[src/rtl/fetch_unit.sv]
// PC generator and fetch queue feeding decode over valid/ready.
// Redirects from execute flush the queue and reload the PC.
module fetch_unit #(
    parameter logic [31:0] RESET_PC = 32'h0000_0000,
    parameter int unsigned DEPTH    = 2
) (
    input  logic        clk_i,
    input  logic        rst_ni,
    input  logic        fetch_en_i,
    output logic [31:0] rom_addr_o,
    input  logic [31:0] rom_instr_i,
    input  logic        redirect_valid_i,
    input  logic [31:0] redirect_pc_i,
    output logic        valid_o,
    input  logic        ready_i,
    output logic [31:0] instr_o,
    output logic [31:0] pc_o
);

    localparam int unsigned AW = (DEPTH > 1) ? $clog2(DEPTH) : 1;
    localparam int unsigned CW = $clog2(DEPTH + 1);
    localparam logic [31:0] NOP = 32'h0000_0013;

    logic [31:0]   r_pc;
    logic [AW-1:0] r_rd;
    logic [AW-1:0] r_wr;
    logic [CW-1:0] r_count;
    logic [31:0]   r_pc_mem  [DEPTH];
    logic [31:0]   r_ins_mem [DEPTH];

    logic w_full;
    logic w_push;
    logic w_pop;

    assign w_full  = (r_count == CW'(DEPTH));
    assign valid_o = (r_count != '0);
    // Push ignores a same-cycle pop: no ready path reaches the ROM.
    assign w_push  = fetch_en_i & ~w_full & ~redirect_valid_i;
    assign w_pop   = valid_o & ready_i & ~redirect_valid_i;

    assign rom_addr_o = r_pc;
    assign instr_o    = valid_o ? r_ins_mem[r_rd] : NOP;
    assign pc_o       = valid_o ? r_pc_mem[r_rd] : 32'h0;

    always_ff @(posedge clk_i or negedge rst_ni) begin
        if (!rst_ni) begin
            r_pc    <= RESET_PC;
            r_rd    <= '0;
            r_wr    <= '0;
            r_count <= '0;
        end else if (redirect_valid_i) begin
            r_pc    <= redirect_pc_i & 32'hFFFF_FFFC;
            r_rd    <= '0;
            r_wr    <= '0;
            r_count <= '0;
        end else begin
            if (w_push) begin
                r_pc <= r_pc + 32'd4;
                r_wr <= r_wr + AW'(1);
            end
            if (w_pop) begin
                r_rd <= r_rd + AW'(1);
            end
            unique case ({w_push, w_pop})
                2'b10:   r_count <= r_count + CW'(1);
                2'b01:   r_count <= r_count - CW'(1);
                default: r_count <= r_count;
            endcase
        end
    end

    // Storage needs no reset; outputs are masked while the queue is empty.
    always_ff @(posedge clk_i) begin
        if (w_push) begin
            r_pc_mem[r_wr]  <= r_pc;
            r_ins_mem[r_wr] <= rom_instr_i;
        end
    end

endmodule
[config.mk]
export PLATFORM = sky130hd
export DESIGN_NAME = fetch_unit
export DESIGN_NICKNAME = d
export VERILOG_FILES = /design/src/rtl/fetch_unit.sv
export SDC_FILE = /design/constraint.sdc
export NUM_CORES = 1
export LEC_CHECK = 0
export ABC_CLOCK_PERIOD_IN_PS = 6400
export CAP_MARGIN = 20
export CORE_MARGIN = 3
export CORE_UTILIZATION = 49
export DETAILED_ROUTE_END_ITERATION = 10
export GPL_TIMING_DRIVEN = 0
export PLACE_DENSITY = 0.76
export SETUP_SLACK_MARGIN = 0.3
export SYNTH_ARGS = -nofsm -noshare
export SYNTH_HDL_FRONTEND = slang
export SYNTH_SLANG_ARGS = --single-unit
[constraint.sdc]
create_clock -name clk_i -period 6.4 [get_ports clk_i]
set_input_delay 0.96 -clock clk_i [delete_from_list [all_inputs] [get_ports clk_i]]
set_output_delay 0.96 -clock clk_i [all_outputs]
set_load 0.01 [all_outputs]
==> reports/metrics.csv, run 1 <==
metric;value;unit
status;completed;
syn-cell-area;6650;um2
dieArea;15000;um2
leakage;3.15;nW
ys_seq_area_frac;0.688;
peakVddDrop;0.178;mV
fin_skew;0.00999;ns
insertedDiodeCount;0;
critPathKind;flip-flop to output port;
period_share;0.594;
fill_cells;916;
critPathRequiredTime;5.44;ns
layout_commonest_cell;clkdlybuf4s50_1;
maxCapViolations;0;
initial_core_util;0.514;
area_delta_synth_final;38.3;%
postRouteAntennaNets;0;
grt_max_degree;35;
core-area;12900;um2
finalSetupViolCount;0;
wl;15400;um
clkSlewWorstSetupHoldPaths;0.07;ns
final_layout_size_suffix_gt1_frac;0.0716;
grt_pass1_wl;23800;um
tns;0;ns
cts_sinks;158;
hold_ws;0.580;ns
fmax;263;MHz
endpoint_kind;output port;
cts_setup_buffers;0;
drc;0;
start_kind;flip-flop;
clk_latency;0.41;ns
die_height;122;um
synthArstFlopShare;0.215;
antenna_found_initial;0;
overflow;0;
post-dp-hpwl;10700;um
wl_per_cell;17.7;um
dr.pass1.iters;7;
power_density;278;nW/um2
synth_warnings;0;
rows;41;
hold_violations;0;
htree_levels;4;
root_buffer;clkbuf_16;
layout_common_cells;clkdlybuf4s50_1, edfxtp_1, nor2_1;
finalMaxSlewViolations;0;
synth.distinct_cells;37;
routabilityCongestion;0.914;
port_buffers;157;
slew_headroom;0.414;
io_pins;166;
hold_class;flip-flop to flip-flop;
sequential_cell_area;4570;um2
clock_path_buffers;2;
syn_area_per_cell;13.3;um2
tritoncts;yes;
dr_total_vias;4738;
netlist_instances;500;
holdBufCountCts;0;
cts.repair.resized;0;
nNetsFinal;755;
path_max_fanout;10;
period_minus_slack;3.80;ns
synth_seq_cells;158;
worstPathArrival;2.84;ns
grtUsageTotal;0.208;
fp.dieW;122;um
tritoncts.num_buffers;17;
multiInputGateArea;1950;um2
worst_pin_slew;0.879;ns
ys.flop_type;edfxtp_1;
vias_per_cell;5.45;
total_power;2.56;mW
dp_slack;3.00;ns
rsz0062_at_grt;false;
worst_slack;2.60;ns
first_iter_violations;319;
grt_pass1_vias;4661;
synth_edf_count;124;
[where the power goes]
group	internal (mW)	total [mW]	switching [mW]
clock	0.581	0.971	0.391
sequential	1.17	1.22	0.0508
combinational	0.189	0.359	0.170
total	1.94	2.56	0.611
[Yosys cell counts, types with 2 or more instances]
master / number / area share
edfxtp_1: 124 / 0.56
nor2_1: 81 / 0.046
mux2i_1: 63 / 0.095
nand2_1: 36 / 0.020
dfrtp_1: 34 / 0.13
clkbuf_1: 21 / 0.012
a31oi_1: 15 / 0.014
o21ai_0: 15 / 0.011
o311ai_1: 11 / 0.014
o31ai_1: 11 / 0.012
or4_1: 11 / 0.012
nand3_1: 10 / 0.0075
nand4_1: 7 / 0.0066
xnor2_1: 6 / 0.0079
buf_1: 5 / 0.0028
or2_2: 5 / 0.0047
or3_1: 5 / 0.0047
and4_1: 4 / 0.0053
buf_4: 4 / 0.0045
inv_1: 4 / 0.0023
nor3_1: 4 / 0.0030
xor2_1: 4 / 0.0053
a21oi_1: 2 / 0.0015
and2_1: 2 / 0.0019
and3_1: 2 / 0.0019
nand2b_1: 2 / 0.0019
nor4_1: 2 / 0.0019
[cell families after synthesis]
family / count (synthesis) / synth area share
AO/OA/AOI/OAI: 56 / 0.0561
AND/OR/NAND/NOR: 174 / 0.121
other: 1 / 0.000564
adder cells (fa/ha/maj): 1 / 0.00188
flip-flops: 158 / 0.688
XOR/XNOR: 10 / 0.0132
buffers and inverters: 37 / 0.0245
multiplexers: 63 / 0.0948
[state kept, by name, summed over array words and instances, names as in the netlist]
signal,flops
r_wr,1
r_rd,1
rom_addr_o,30
r_pc_mem,60
r_ins_mem,64
r_count,2
[layer usage]
metal | global-route usage | vias to the layer above | wire, um
met5 | 0 | - | 0
met4 | 0.0833 | 0 | 247
met3 | 0.0359 | 20 | 972
met2 | 0.342 | 202 | 7880
met1 | 0.278 | 2280 | 6330
li1 | - | 2236 | -
[final timing paths]
path / from / to / slack, ns / cells past startpoint
max in group asynchronous: rst_ni / rom_addr_o[20] / 5.30 / 1
setup / recovery: r_count[1] / pc_o[24] / 2.60 / 5
hold / removal: rom_addr_o[14] / r_pc_mem[1][14] / 0.58 / 0
hold reg to reg: rom_addr_o[14] / r_pc_mem[1][14] / 0.58 / 0
setup reg to reg: rom_addr_o[3] / rom_addr_o[18] / 4.00 / 7
min in group asynchronous: rst_ni / rom_addr_o[3] / 0.62 / 1
[metrics by stage]
stage / instance area [um2] / utilization / cells
detailed placement: 8610 / 0.666 / 838
floorplan: 6670 / - / 503
global placement: 8460 / 0.654 / 832
global route: 9200 / 0.711 / 870
CTS: 9200 / 0.711 / 870
finish: 9200 / 0.711 / 870
[final cells by class]
cell class	count	area share
well taps	172	0.0234
flip-flops and latches	158	0.497
clock inverters	9	0.00735
clock buffers	23	0.0567
repair buffers	163	0.186
multi-input cells	308	0.212
plain buffers	32	0.0156
inverters	5	0.00204
[worst max-delay path, stage by stage (launching register included)]
cell and delay [ns]:
dfrtp_1 0.43, nor2_1 0.60, clkbuf_1 0.44, buf_1 0.36, nor2_1 0.10, clkdlybuf4s50_1 0.50
Power figures use the tool's default switching activity.
==> run 2, diff against run 1 <==
ABC_CLOCK_PERIOD_IN_PS = 3540   (was 6400)
clock period = 3.54 ns   (was 6.4 ns; I/O delays follow)
==> reports/metrics.csv, run 2 (same netlist as run 1, synthesis figures left out) <==
metric;value;unit;change
leakage;3.18;nW;was 3.15 nW
fmax;328;MHz;
clkSlewWorstSetupHoldPaths;0.06;ns;was 0.07 ns
worst_r2r_path_depth;7;;unchanged
port_buffers;157;;unchanged
crit_buf_inv;3;;unchanged
rows;41;;unchanged
dr_total_vias;4770;;was 4,738
cp_cell_sequence;nor2_2 -> clkbuf_2 -> buf_1 -> nor2_1 -> clkdlybuf4s50_1;;was nor2_1 -> clkbuf_1 -> buf_1 -> nor2_1 -> clkdlybuf4s50_1
sequential_cell_area;4570;um2;unchanged
htree_levels;4;;unchanged
fp.dieW;122;um;unchanged
postRouteAntennaNets;0;;unchanged
finalSetupViolCount;0;;unchanged
critPathSlowestCell;clkdlybuf4s50_1;;was nor2_1
wl_per_cell;17.7;um;about the same
power_density;502;nW/um2;was 278 nW/um2
vias_per_cell;5.48;;was 5.45
status;completed;;unchanged
cts_setup_buffers;0;;unchanged
insertedDiodeCount;0;;unchanged
top_usage_layer;met2;;unchanged
root_buffer;clkbuf_16;;unchanged
final_layout_size_suffix_gt1_frac;0.0831;;was 0.0716
cp_num_cells;5;;unchanged
grt_pass1_wl;23800;um;unchanged
clk_latency;0.41;ns;about the same
critPathCapture;pc_o[24];;unchanged
cpPeakStageDelay;0.50;ns;was 0.60 ns
critPathRequiredTime;3.01;ns;was 5.44 ns
endpoint_kind;output port;;unchanged
grt_use_met1;0.278;;unchanged
first_iter_violations;323;;was 319
top_register;r_ins_mem;;unchanged
path_max_fanout;10;;unchanged
crit_family;buffers and inverters;;unchanged
cts_sinks;158;;unchanged
start_kind;flip-flop;;unchanged
post-dp-hpwl;10700;um;unchanged
tritoncts.num_buffers;17;;unchanged
worst_pin_slew;0.879;ns;about the same
hold_class;input port to async pin;;was flip-flop to flip-flop
layout_common_cells;clkdlybuf4s50_1, edfxtp_1, nor2_1;;unchanged
dieArea;15000;um2;unchanged
met2_usage;0.342;;unchanged
peakVddDrop;0.322;mV;was 0.178 mV
grtUsageTotal;0.208;;unchanged
antenna_found_initial;0;;unchanged
nNetsFinal;755;;unchanged
wl;15400;um;about the same
fin_skew;0.00982;ns;was 0.00999 ns
rsz0062_at_grt;false;;unchanged
critPathKind;flip-flop to output port;;unchanged
grtUsageMet3;0.0359;;unchanged
total_power;4.62;mW;was 2.56 mW
core-area;12900;um2;unchanged
r2r_slack;1.12;ns;was 4.00 ns
layout_commonest_cell;clkdlybuf4s50_1;;unchanged
crit_start;r_count[1];;unchanged
period_minus_slack;3.05;ns;
grt_max_degree;35;;unchanged
final_core_util;0.712;;was 0.711
die_height;122;um;unchanged
largest_reg_flops;64;;unchanged
slew_headroom;0.414;;about the same
area_delta_synth_final;38.4;%;was 38.3%
initial_core_util;0.514;;unchanged
worstPathArrival;2.52;ns;was 2.84 ns
routabilityCongestion;0.914;;unchanged
grt_pass1_vias;4661;;unchanged
r2r_end;rom_addr_o[20];;was rom_addr_o[18]
hold_violations;0;;unchanged
finalMaxSlewViolations;0;;unchanged
maxCapViolations;0;;unchanged
tritoncts;yes;;unchanged
timing.rr.start;rom_addr_o[3];;unchanged
clock_path_buffers;2;;unchanged
dr.pass1.iters;5;;was 7
drc;0;;unchanged
io_pins;166;;unchanged
multiInputGateArea;1950;um2;about the same
period_share;0.862;;
overflow;0;;unchanged
fill_cells;914;;was 916
==> run 2: metrics by stage <==
stage          cells  TNS, ns  hold slack [ns]  worst slack, ns  instance area (um2)
2_1_floorplan    503   -37.47            0.235           -0.309                 6670
3_3_place_gp     832  -197.60            0.538            -1.60                 8460
3_5_place_dp     838        0            0.545            0.572                 8610
4_1_cts          870        0            0.199            0.298                 9200
5_1_grt          870        0            0.232            0.330                 9210
6_report         870        0            0.193            0.488                 9210
==> run 2: what timing repair did <==
item	in CTS	in global routing
hold buffers	0	0
resized for setup	6	4
pin swaps	0	0
endpoints found under the setup margin	29	20
==> run 2: layout make-up <==
class	count	share of cell area
sequential	158	0.497
clock inverter	9	0.00734
multi-input combinational	308	0.212
buffer	32	0.0166
clock buffer	23	0.0567
timing repair buffer	163	0.185
tap	172	0.0234
inverter	5	0.00204
==> run 2: metal layers <==
| metal | wire, um | up-vias |
|---|---|---|
| met3 | 1010 | 23 |
| li1 | - | 2239 |
| met2 | 7880 | 221 |
| met5 | 0 | - |
| met1 | 6240 | 2287 |
| met4 | 265 | 0 |
==> run 2: worst register-to-register path: stages (launching register included) <==
cell	delay, ns
dfrtp_1	0.51
ha_1	0.21
nand2_1	0.12
or3_1	0.37
clkbuf_1	0.22
clkbuf_1	0.31
o311ai_1	0.37
o311ai_1	0.17
==> run 2: worst min-delay path by stage <==
| stage | cells after the start | to | slack [ns] | startpoint |
|---|---|---|---|---|
| detailed placement | 0 | r_pc_mem[1][28] | 0.55 | rom_addr_o[28] |
| CTS | 1 | rom_addr_o[6] | 0.20 | rst_ni |
| floorplan | 0 | r_count[0] | 0.24 | rst_ni |
| finish | 1 | rom_addr_o[7] | 0.19 | rst_ni |
| global route | 1 | rom_addr_o[4] | 0.23 | rst_ni |
| global placement | 0 | r_pc_mem[1][28] | 0.54 | rom_addr_o[28] |
==> run 2: power breakdown <==
part	total, mW	internal [mW]	switching (mW)
registers	2.21	2.12	0.0913
clock network	1.76	1.05	0.707
logic	0.650	0.343	0.307
total	4.62	3.51	1.10
